===== src/rtl/scalar_writeback_queue.sv =====
// rtl/scalar_writeback_queue.sv - in-order write-back queue for the scalar register file
// Merges ALU and load results, drains one per cycle, and forwards queued values to decode.
module scalar_writeback_queue #(
  parameter int DATA_W = 8,
  parameter int REG_N  = 8,
  parameter int ADDR_W = 3,
  parameter int DEPTH  = 4
) (
  input  logic              clk,
  input  logic              reset,
  input  logic              mem_valid,
  output logic              mem_ready,
  input  logic [ADDR_W-1:0] mem_rd,
  input  logic [DATA_W-1:0] mem_data,
  input  logic              alu_valid,
  output logic              alu_ready,
  input  logic [ADDR_W-1:0] alu_rd,
  input  logic [DATA_W-1:0] alu_data,
  output logic              regWrEn,
  output logic [ADDR_W-1:0] regToWrite,
  output logic [DATA_W-1:0] dataIn,
  input  logic [ADDR_W-1:0] rSel1,
  input  logic [ADDR_W-1:0] rSel2,
  output logic              fwd1_hit,
  output logic [DATA_W-1:0] fwd1_data,
  output logic              fwd2_hit,
  output logic [DATA_W-1:0] fwd2_data,
  output logic [REG_N-1:0]  pending,
  output logic              empty
);

  localparam int PW = (DEPTH > 1) ? $clog2(DEPTH) : 1;
  localparam int CW = $clog2(DEPTH + 1);

  logic [ADDR_W-1:0] r_rd   [DEPTH];
  logic [DATA_W-1:0] r_data [DEPTH];
  logic [PW-1:0]     r_head;
  logic [PW-1:0]     r_tail;
  logic [CW-1:0]     r_count;

  logic              w_pop;
  logic [CW:0]       w_free;
  logic              w_push_mem;
  logic              w_push_alu;
  logic [1:0]        w_n_push;
  logic [PW-1:0]     w_alu_slot;
  logic [PW-1:0]     w_idx;

  function automatic logic [PW-1:0] wrap_add(input logic [PW-1:0] p, input logic [1:0] n);
    logic [PW+1:0] s;
    s = {2'b00, p} + {{PW{1'b0}}, n};
    if (s >= (PW+2)'(DEPTH)) s = s - (PW+2)'(DEPTH);
    return s[PW-1:0];
  endfunction

  function automatic logic [PW-1:0] slot_of(input logic [PW-1:0] p, input int k);
    int s;
    s = int'(p) + k;
    if (s >= DEPTH) s = s - DEPTH;
    return PW'(s);
  endfunction

  // The head drains every cycle it exists, so its slot counts as free for this cycle's pushes.
  assign w_pop      = (r_count != '0);
  assign w_free     = (CW+1)'(DEPTH) - {1'b0, r_count} + {{CW{1'b0}}, w_pop};
  assign mem_ready  = (w_free >= (CW+1)'(1));
  assign alu_ready  = (w_free >= (CW+1)'(2)) | ((w_free == (CW+1)'(1)) & ~mem_valid);
  assign w_push_mem = mem_valid & mem_ready;
  assign w_push_alu = alu_valid & alu_ready;
  assign w_n_push   = {1'b0, w_push_mem} + {1'b0, w_push_alu};
  assign w_alu_slot = wrap_add(r_tail, {1'b0, w_push_mem});

  assign regWrEn    = w_pop;
  assign regToWrite = w_pop ? r_rd[r_head]   : '0;
  assign dataIn     = w_pop ? r_data[r_head] : '0;
  assign empty      = ~w_pop;

  always_ff @(posedge clk or negedge reset) begin
    if (!reset) begin
      r_head  <= '0;
      r_tail  <= '0;
      r_count <= '0;
      for (int i = 0; i < DEPTH; i++) begin
        r_rd[i]   <= '0;
        r_data[i] <= '0;
      end
    end else begin
      if (w_push_mem) begin
        r_rd[r_tail]   <= mem_rd;
        r_data[r_tail] <= mem_data;
      end
      if (w_push_alu) begin
        r_rd[w_alu_slot]   <= alu_rd;
        r_data[w_alu_slot] <= alu_data;
      end
      r_tail  <= wrap_add(r_tail, w_n_push);
      r_head  <= wrap_add(r_head, {1'b0, w_pop});
      r_count <= r_count + CW'(w_n_push) - CW'(w_pop);
    end
  end

  // Walk oldest to youngest so the last match leaves the youngest data on the forward bus.
  always_comb begin
    fwd1_hit  = 1'b0;
    fwd1_data = '0;
    fwd2_hit  = 1'b0;
    fwd2_data = '0;
    pending   = '0;
    w_idx     = '0;
    for (int k = 0; k < DEPTH; k++) begin
      if (k < int'(r_count)) begin
        w_idx = slot_of(r_head, k);
        pending[r_rd[w_idx]] = 1'b1;
        if (r_rd[w_idx] == rSel1) begin
          fwd1_hit  = 1'b1;
          fwd1_data = r_data[w_idx];
        end
        if (r_rd[w_idx] == rSel2) begin
          fwd2_hit  = 1'b1;
          fwd2_data = r_data[w_idx];
        end
      end
    end
  end

endmodule

===== config.mk =====
export PLATFORM = sky130hd
export DESIGN_NAME = scalar_writeback_queue
export DESIGN_NICKNAME = d
export VERILOG_FILES = /design/src/rtl/scalar_writeback_queue.sv
export SDC_FILE = /design/constraint.sdc
export NUM_CORES = 1
export LEC_CHECK = 0
export CORE_ASPECT_RATIO = 0.8
export CORE_MARGIN = 1
export CORE_UTILIZATION = 41
export CTS_BUF_LIST = sky130_fd_sc_hd__clkbuf_8
export CTS_CLUSTER_DIAMETER = 80
export DETAILED_ROUTE_END_ITERATION = 10
export GPL_ROUTABILITY_DRIVEN = 0
export GPL_TIMING_DRIVEN = 0
export PLACE_DENSITY_LB_ADDON = 0.15
export SLEW_MARGIN = 40
export SYNTH_ARGS = -nofsm -noshare
export SYNTH_HDL_FRONTEND = slang
export SYNTH_SLANG_ARGS = --single-unit

===== constraint.sdc =====
create_clock -name clk -period 8.3 [get_ports clk]
set_clock_uncertainty 0.15 [all_clocks]
set_input_delay 1.66 -clock clk [delete_from_list [all_inputs] [get_ports clk]]
set_output_delay 1.66 -clock clk [all_outputs]
set_load 0.01 [all_outputs]

==> results of run 1 <==
-- how the worst max path moves through the flow --
stage                     startpoint            to  slack [ns]
after floorplan             rSel1[0]  fwd1_data[6]        3.50
after global placement      rSel1[1]  fwd1_data[5]        2.75
after detailed placement    rSel2[1]  fwd2_data[1]        2.70
after CTS                   rSel2[1]  fwd2_data[1]        2.69
after global routing        rSel2[1]  fwd2_data[1]        2.46
final                       rSel1[0]  fwd1_data[7]        2.60
-- layer usage --
layer  vias up  global-route usage
li1       2461                   -
met1      2450               0.381
met2       268               0.388
met3        17              0.0417
met4         0              0.0547
met5         -                   0
-- cells by family (layout without fill, tap and decap cells) --
| group | after synthesis | after routing | share of synthesized area |
|---|---|---|---|
| AND/OR/NAND/NOR | 268 | 268 | 0.239 |
| flip-flops | 51 | 51 | 0.251 |
| AO/OA/AOI/OAI | 158 | 158 | 0.230 |
| multiplexers | 53 | 53 | 0.129 |
| buffers and inverters | 58 | 133 | 0.0542 |
| XOR/XNOR | 39 | 39 | 0.0702 |
| adder cells (fa/ha/maj) | 10 | 10 | 0.0261 |
-- flip-flops by register name, summed over array words and instances (netlist names) --
register	cells
r_head	2
r_count	3
r_rd	12
r_data	32
r_tail	2
-- cell usage in the layout, fill, tap and decap left out, drive strengths merged, types with 3 or more instances in the layout --
| master | Yosys | final |
|---|---|---|
| nand3 | 6 | 6 |
| a32o | 16 | 16 |
| and3 | 10 | 10 |
| o211ai | 27 | 27 |
| nand2b | 6 | 6 |
| dfrtp | 51 | 51 |
| mux2i | 38 | 38 |
| xor2 | 10 | 10 |
| and2 | 10 | 10 |
| nor2 | 57 | 57 |
| o221ai | 23 | 23 |
| xnor2 | 29 | 29 |
| or2 | 6 | 6 |
| inv | 13 | 13 |
| nor3 | 10 | 10 |
| ha | 9 | 9 |
| nand2 | 153 | 153 |
| a211oi | 14 | 14 |
| a21oi | 3 | 3 |
| o21ai | 13 | 13 |
| buf | 20 | 22 |
| mux2 | 15 | 15 |
| clkbuf | 25 | 30 |
| clkdlybuf4s50 | 0 | 65 |
| a31oi | 50 | 50 |
-- layout make-up --
cell class,count,area [sq um],area share
multi-input combinational,528,3520,0.580
sequential,51,1280,0.210
timing repair buffer,67,678,0.112
buffer,45,226,0.0373
tap,148,185,0.0305
clock buffer,5,68.8,0.0113
clock inverter,3,67.6,0.0111
inverter,13,48.8,0.00803
-- synth_stat cells, drive strengths merged, types with 3 or more instances --
| master | number | area (sq um) |
|---|---|---|
| o21ai | 13 | 72.6 |
| nand2 | 153 | 589 |
| nand2b | 6 | 37.5 |
| a211oi | 14 | 105 |
| nand3 | 6 | 30.0 |
| o211ai | 27 | 203 |
| and2 | 10 | 62.6 |
| buf | 20 | 133 |
| mux2i | 38 | 474 |
| ha | 9 | 113 |
| xor2 | 10 | 87.6 |
| a32o | 16 | 160 |
| a31oi | 50 | 313 |
| and3 | 10 | 62.6 |
| dfrtp | 51 | 1280 |
| nor3 | 10 | 108 |
| o221ai | 23 | 201 |
| or2 | 6 | 37.5 |
| mux2 | 15 | 180 |
| clkbuf | 25 | 93.8 |
| inv | 13 | 48.8 |
| nor2 | 57 | 214 |
| a21oi | 3 | 15.0 |
| xnor2 | 29 | 269 |
-- per-stage QoR --
step	cells	util	cell area (sq um)	hold WS (ns)
global route	860	0.516	6080	0.387
CTS	860	0.516	6080	0.356
detailed placement	852	0.504	5940	0.336
floorplan	637	-	5080	0.311
global placement	851	0.503	5920	0.327
finish	860	0.516	6080	0.350
==> summary.md, run 1 <==
| Metric | Value |
|---|---|
| Post-Syn Nets | `679` |
| Die Wd | `126 um` |
| Fmax | `175 MHz` |
| WP buf/inv | `2` |
| Final Max Tran Viols | `0` |
| CP max-delay cell | `nor3_2` |
| Core area | `11800 sq um` |
| Routed wl met3 | `1350 um` |
| Initial Util | `0.431` |
| First-pass GRT wire length | `26000 um` |
| DRT antenna net count | `0` |
| Met2 WL | `6820 um` |
| Tcrit/Tclk final | `0.687` |
| CP peak stage delay | `0.58 ns` |
| Worst Tran Pin Value | `0.664 ns` |
| Hold_sp | `r_head[0]$_DFF_PN0_` |
| Wl on met1 | `7970 um` |
| Register-to-Register Path Depth | `18` |
| Slew headroom | `0.555` |
| Initial DRC count | `590` |
| R2R Path End | `r_count[2]$_DFF_PN0_` |
| Drt drc | `0` |
| Unrepaired setup endpoints after global routing | `false` |
| Status | `completed` |
| Setup WS pre-CTS | `2.70 ns` |
| Layout net count | `753` |
| CP endpoint kind | `output port` |
| Die Area | `12800 sq um` |
| Setup_tns | `0 ns` |
| Filler cell count | `1134` |
| Max-Cap Viols | `0` |
| Root Driver | `clkbuf_8` |
| Share of post-route cells with drive strength above 1 | `0.103` |
| Die Y-Extent | `102 um` |
| Crit-path max FO | `9` |
| Sequential area share after synthesis | `0.251` |
| R2R Setup Slk | `3.92 ns` |
| CP Class | `in -> out` |
| HPWL after DPL | `12900 um` |
| Synth Cell Area | `5080 sq um` |
| Cell family with most CP delay | `buffers and inverters` |
| Gr ovfl total | `0` |
| CTS clock-pin slew for the worst setup and hold paths | `0.09 ns` |
| Worst path cell trace | `clkbuf_1 > xnor2_1 > nor3_2 > o211ai_1 > o221ai_1 > a32o_1 > clkdlybuf4s50_1` |
| Synthesized area per cell | `7.97 sq um` |
| Port bufs | `66` |
| #FFs+latches synth | `51` |
| Worst r2r src | `r_count[2]$_DFF_PN0_` |
| DR WL/cell | `19.0 um` |
| CTS sink count | `51` |
| Min-Delay Endpoint | `r_head[0]$_DFF_PN0_` |
| Initial antenna violation count | `0` |
| Final setup margin | `2.60 ns` |
| Worst-Skew Late Latency | `0.30 ns` |
| Number of synthesized flops with an enable pin | `0` |
| CTS tree | `built` |
| Setup violators final | `0` |
| CTS buffer count | `5` |
| H-Tree Depth | `2` |
| CP Launch Type | `input port` |
| TritonRoute pass-1 iters | `5` |
| Required time of the critical path | `6.49 ns` |
| Hold path cells | `1` |
| Cells after Synth | `637` |
| Worst Path Arrival | `3.89 ns` |
| Largest net degree at the start of global routing | `44` |
| Cts repair resizes | `0` |
| DRT Wirelength | `16300 um` |
| Clock Path Buffers | `2` |
| Via-to-Cell Ratio | `6.04` |
| CTS Hold Buffers Added | `0` |
| Num ports | `73` |
| Distinct cells, synth | `53` |
| FP Rows | `35` |
| Uppermost routed layer | `met4` |
| Total GRT Usage | `0.256` |
| Vias in the first global route | `4878` |
| Area Growth Syn to Fin | `19.7%` |
| Yosys warns | `0` |
| Final hold violations | `0` |
| Hold Path Class | `reg -> reg` |
| Antenna cell count | `0` |
| Final min period | `5.70 ns` |
| Post-CTS repair timing setup buffer count | `0` |
| Critical Path Stages | `7` |
| FFs w/ async S/R, synth | `1.00` |
| Top FF cell, synth | `dfrtp_1` |
| DR vias | `5196` |
Power of run 1 is left out: the tool's default activity adds up to more than one toggle a clock period on the data nets, which glitch-free logic cannot reach.
==> run 2, diff against run 1 <==
==> constraint.sdc (replaced) <==
create_clock -name clk -period 5.8 [get_ports clk]
set_clock_uncertainty 0.15 [all_clocks]
set_input_delay 1.16 -clock clk [delete_from_list [all_inputs] [get_ports clk]]
set_output_delay 1.16 -clock clk [all_outputs]
set_load 0.01 [all_outputs]
==> results of run 2 <==
The final DEF is identical to that of run 1. Status: completed.
Main changes from that run: setup slack after placement 2.70 ns -> 1.20 ns; setup slack after layout 2.60 ns -> 1.10 ns; register-to-register setup slack 3.92 ns -> 1.42 ns
Power of run 2 is left out for the same reason.
